`src/rtl/alu_share_arb.sv`:
```
// alu_share_arb: round-robin arbiter/sequencer sharing one combinational ALU between two requesters.
//   clk, rst_n               clock, asynchronous active-low reset
//   req_valid/req_ready [1:0] per-requester operation handshake; req_op*/req_a*/req_b* operation fields
//   rsp_valid/rsp_ready [1:0] per-requester result handshake; rsp_result/rsp_zero registered result
//   alu_op/alu_a/alu_b       latched operation driven to the shared ALU
//   alu_result/alu_zero      combinational ALU return
module alu_share_arb #(
  parameter int WIDTH = 32
) (
  input  logic             clk,
  input  logic             rst_n,
  input  logic [1:0]       req_valid,
  output logic [1:0]       req_ready,
  input  logic [2:0]       req_op0,
  input  logic [2:0]       req_op1,
  input  logic [WIDTH-1:0] req_a0,
  input  logic [WIDTH-1:0] req_a1,
  input  logic [WIDTH-1:0] req_b0,
  input  logic [WIDTH-1:0] req_b1,
  output logic [1:0]       rsp_valid,
  input  logic [1:0]       rsp_ready,
  output logic [WIDTH-1:0] rsp_result,
  output logic             rsp_zero,
  output logic [2:0]       alu_op,
  output logic [WIDTH-1:0] alu_a,
  output logic [WIDTH-1:0] alu_b,
  input  logic [WIDTH-1:0] alu_result,
  input  logic             alu_zero
);
  typedef enum logic [1:0] {IDLE, EXEC, RESP} state_t;
  state_t state, state_nxt;
  logic rr, owner, gnt, acc;
  always_ff @(posedge clk or negedge rst_n) begin
    if (!rst_n) state <= IDLE;
    else state <= state_nxt;
  end
  always_comb begin
    state_nxt = (state == IDLE) ? (acc ? EXEC : IDLE) :
                (state == EXEC) ? RESP :
                (rsp_ready[owner] ? IDLE : RESP);
  end
  // gnt is the requester index: the pointer breaks ties, otherwise the lone valid one wins
  always_comb begin
    gnt = (&req_valid) ? rr : req_valid[1];
    acc = (state == IDLE) && (|req_valid);
    req_ready = (acc && rst_n) ? {gnt, ~gnt} : 2'b00;
    rsp_valid = (state == RESP) ? {owner, ~owner} : 2'b00;
  end
  // the ALU inputs are the latched registers themselves, so they only move on an accept
  always_ff @(posedge clk or negedge rst_n) begin
    if (!rst_n) begin
      rr <= 1'b0;
      owner <= 1'b0;
      alu_op <= '0;
      alu_a <= '0;
      alu_b <= '0;
      rsp_result <= '0;
      rsp_zero <= 1'b0;
    end else begin
      if (acc) begin
        owner <= gnt;
        rr <= ~gnt;
        alu_op <= gnt ? req_op1 : req_op0;
        alu_a <= gnt ? req_a1 : req_a0;
        alu_b <= gnt ? req_b1 : req_b0;
      end
      if (state == EXEC) begin
        rsp_result <= alu_result;
        rsp_zero <= alu_zero;
      end
    end
  end
endmodule

```
`config.mk`:
```
export PLATFORM = sky130hd
export DESIGN_NAME = alu_share_arb
export DESIGN_NICKNAME = d
export VERILOG_FILES = /design/src/rtl/alu_share_arb.sv
export SDC_FILE = /design/constraint.sdc
export NUM_CORES = 1
export LEC_CHECK = 0
export ABC_AREA = 1
export CAP_MARGIN = 30
export CORE_AREA = 2 2 112 114
export DETAILED_ROUTE_END_ITERATION = 6
export DIE_AREA = 0 0 114 116
export GPL_TIMING_DRIVEN = 0
export PLACE_DENSITY = 0.79
export SYNTH_ARGS = -nofsm -noshare
export SYNTH_HDL_FRONTEND = slang
export SYNTH_SLANG_ARGS = --single-unit
```
`constraint.sdc`:
```
create_clock -name clk -period 1.9 [get_ports clk]
set_input_delay 0.38 -clock clk [delete_from_list [all_inputs] [get_ports clk]]
set_output_delay 0.38 -clock clk [all_outputs]
set_load 0.01 [all_outputs]
```
# Yosys cells after proc, flatten, opt, wreduce, memory -nomap -nowiden
# Index checks and enable logic that the tools add are counted.
# W data, S select, Z words.
[word_totals]
regBits = 104
latchBits = 0
ramBits = 0
rom_bits = 0
input_bits = 173
out_inout_bits = 104
elab_cells = 30
n_memories = 0
[classes]
addsub = 0
mul = 0
n_div = 0
magnitude_cmp = 1
eq_ne = 2
shifts = 0
muxes = 12
bitwise_logic = 2
n_reduce_logical = 5
[op_table]
columns = ["op", "count"]
rows = [
  ["$mux W32", 2],
  ["$mux W2", 5],
  ["$mux W1", 4],
  ["$mux W3", 1],
  ["$eq A2 B1 Y1 const B", 1],
  ["$eq A2 B2 Y1 const B", 1],
  ["$logic_and A1 B1 Y1", 2],
  ["$logic_not A2 Y1", 1],
  ["$lt A1 B2 Y1 const B", 1],
  ["$not A1 Y1", 2],
  ["$reduce_and A2 Y1", 1],
  ["$reduce_or A2 Y1", 1],
]

# Depth between registers and ports, before layout
[logic_depth]
word_depth = 5
ltp_mapped = 7
ltp_nobuf = 5

# Worst setup path after synthesis
# OpenSTA, ideal clock, no wires.
[synth_path]
kind = "flip-flop to output port"
from = "register state[0]"
to = "output rsp_valid[1]"
arrival_time_ns = 1.056
t_required_ns = 1.520
slack_ns = 0.464
path_stages_with_launch = 4
n_path_buf = 2
path_cell_list = "dfrtp_1 > buf_2 > buf_1 > nor3_1"
[synth_via]
elab_chain_cells = 2
[synth_lines]
columns = ["item", "line_no", "text"]
rows = [
  ["from (decl)", "31", "state_t state, state_nxt;"],
  ["from (signal assigned)", "35", "else state <= state_nxt;"],
  ["$eq A2 B2 Y1", "47", "rsp_valid = (state == RESP) ? {owner, ~owner} : 2'b00;"],
  ["$mux W2", "47", ""],
  ["to (decl)", "20", "output logic [1:0] rsp_valid,"],
]
# Every way passes these cells.

# Worst setup path after layout
[layout_path]
from = "register state[1]"
to = "output req_ready[1]"
[layout_via]
elab_chain_cells = 4
[layout_lines]
columns = ["item", "line_no", "text"]
rows = [
  ["$logic_not A2 Y1", "45", "acc = (state == IDLE) && (|req_valid);"],
  ["$logic_and A1 B1 Y1", "45", ""],
  ["$logic_and A1 B1 Y1", "46", "req_ready = (acc && rst_n) ? {gnt, ~gnt} : 2'b00;"],
  ["$mux W2", "46", ""],
  ["to (decl)", "13", "output logic [1:0] req_ready,"],
]
# Every way passes these cells.

==> flow_metrics.tcl <==
set metrics [dict create \
    synthMuxAreaShare 0 \
    syn_inst 549 \
    power_density_nw_per_um2 1580 \
    grt_usage 0.262 \
    fin_skew_ns 0.00832 \
    htreeDepth 3 \
    fin_area_um2 8070 \
    finalWirelength_mm 17.6 \
    vias 5387 \
    hpwlAfterDp_mm 13.4 \
    finalSetupViolations 0 \
    cap_viol_max_count 0 \
    final_util 0.678 \
    critPathArrivalTime_ns 1.45 \
    violations "negative hold slack" \
    wl_per_cell_um 17.8 \
    vdd_ir_drop_max_mv 0.697 \
    critPathCapture "req_ready[1]" \
    r2r_slack_ns 0.37 \
    crit_chain "nor2_4 > buf_6 > nand3_2 > nor2_1 > buf_2" \
    antenna_found_initial 1 \
    yosys_most_used_dff "dfrtp_1" \
    pin_count 277 \
    worstPathMaxFanout 10 \
    synth_xor_xnor_area_share 0 \
    reg2reg_to "alu_a[30]$_DFFE_PN0P_" \
    drc_errors 0 \
    viasPerCell 5.45 \
    numCtsBuffers 9 \
    synthAdderAreaFrac 0 \
    synth_edf_count 0 \
    rows 40 \
    area_growth_pct 71.1 \
    cts_buffer_depth 2 \
    path_delay_family "flip-flops" \
    slowest_delay_ns 0.45 \
    overflow 0 \
    async_flop_share 1.00 \
    ys_ff_latch 104 \
    initial_core_util 0.396 \
    clkLatencyLatePin_ns 0.34 \
    dr.pass1.iters 5 \
    die_y_um 116 \
    drive_gt1_frac 0.0737 \
    nFillCells 997 \
    synth_area_um2 4720 \
    setup.worst_path.start_class "register" \
    slowest_stage "dfrtp_2" \
    grt_max_degree 57 \
    hold_class "input pin to asynchronous set/reset pin" \
    dieArea_um2 13200 \
    critPathLaunch "state[1]$_DFF_PN0_" \
    max_slew_margin 0.640 \
    period_share 0.962 \
    post-place-cells 972 \
    place.port_buffers 275 \
    ff2ff_path_depth 7 \
    die-width_um 114 \
    syn_avg_cell_area_um2 8.59 \
    worstSetupPathType "register to output port" \
    cp-end-kind "output port" \
    synth_top_family_by_area "simple AND/OR/NAND/NOR gates" \
    yosys.area_share.simple 0.389 \
    yosysSeqAreaShare 0.552 \
    cts.sinks 104 \
    postRouteAntennaNets 0 \
    critPathBufInv 2 \
    crit_cells 5 \
    clkTransAtPathRegs_ns 0.07 \
    synth_compound_area_frac 0.00398 \
    fin_cells 989 \
    fin_nets 1010 \
    core-area_um2 11900 \
    synth.distinct_cells 17 \
    final_cell_mix "clkdlybuf4s50_1, nand3_1, nand2_1" \
    fmax_mhz 547 \
    reg2reg_from "state[1]$_DFF_PN0_" \
    rsz0062_at_grt "true" \
    grt_pass1_vias 5321 \
    grt_pass1_wl_mm 27.4 \
    worst_pin_slew_ns 0.540 \
    place_ws_ns -0.754 \
    status "complete, but fails checks" \
    seq_area_um2 2600 \
    multi_input_area_um2 1900 \
    placed_area_um2 7680 \
    maxSlewViolCount 0 \
    drt-initial-drc-count 471 \
    required_ns 1.52 \
    leakage_uw 0.00358 \
    syn_nets 722 \
    yosys_warnings 0 \
    hold_slack_ns -0.00395 \
    period_needed_ns 1.83 \
    setup_slack_ns 0.0720 \
    clockRootBuffer "clkbuf_16" \
    ctsHoldBuffers 0 \
    place_congestion 0.878 \
    cts_tree "done" \
    final_common_cell "clkdlybuf4s50_1" \
    hold_viol 5 \
]
==> worst min path at each step <==
stage	startpoint	end	cells after the start
floorplan	rst_n	alu_a[0]$_DFFE_PN0P_	0
global placement	rsp_result[1]$_DFFE_PN0N_	rsp_result[1]$_DFFE_PN0N_	2
detailed placement	rsp_result[6]$_DFFE_PN0N_	rsp_result[6]$_DFFE_PN0N_	2
CTS	rst_n	alu_a[28]$_DFFE_PN0P_	1
global route	rst_n	alu_a[21]$_DFFE_PN0P_	1
finish	rst_n	alu_a[28]$_DFFE_PN0P_	1
==> metal layers <==
| layer | share of wire | track usage | vias up |
|---|---|---|---|
| li1 | - | - | 2500 |
| met1 | 0.39 | 0.318 | 2600 |
| met5 | 0 | 0 | - |
| met3 | 0.080 | 0.0586 | 42 |
| met2 | 0.50 | 0.456 | 245 |
| met4 | 0.030 | 0.104 | 0 |
==> synth_stat cells (3+ instances only) <==
library cell,number,area share
nand2_1,140,0.11
clkbuf_1,24,0.019
buf_2,22,0.023
buf_1,3,0.0024
inv_1,3,0.0024
dfrtp_1,104,0.55
nand3_1,169,0.18
buf_4,4,0.0064
nor2_1,3,0.0024
nand4_1,67,0.089
==> registers in the layout (all words and copies together) (netlist names) <==
name,flops
alu_a,32
alu_b,32
rsp_result,32
alu_op,3
state,2
owner,1
rr,1
rsp_zero,1
==> power by group <==
part	switching [uW]	leakage [uW]	internal (uW)	total (uW)
registers	658	0.00127	3340	3990
clock network	783	0.000168	1290	2080
logic	3480	0.00214	3230	6710
==> through the flow <==
step | total power (uW) | TNS, ns
global route | 13600 | -0.000588
global placement | 10400 | -372.69
floorplan | 7040 | 0
detailed placement | 10600 | -6.05
finish | 12800 | 0
CTS | 12800 | 0
==> layout make-up <==
type                            instances  area share
Multi-Input combinational cell        387       0.235
Clock inverter                          2     0.00744
Tap cell                              147      0.0228
Clock buffer                           13      0.0347
Timing Repair Buffer                  278       0.344
Buffer                                 52      0.0308
Sequential cell                       104       0.323
Antenna cell                            1    0.000310
Inverter                                5     0.00264
==> kinds of logic after synthesis <==
logic type | after synthesis
and+or+nand+nor | 384
DFF | 104
AOI/OAI and AO/OA | 3
buffers and inverters | 58
==> timing repair <==
item | in CTS | in global routing
pin swaps | 2 | 1
endpoints found under the setup margin | 4 | 2
setup buffers | 2 | 0
gates resized for setup | 32 | 5
Power figures use the tool's default switching activity.
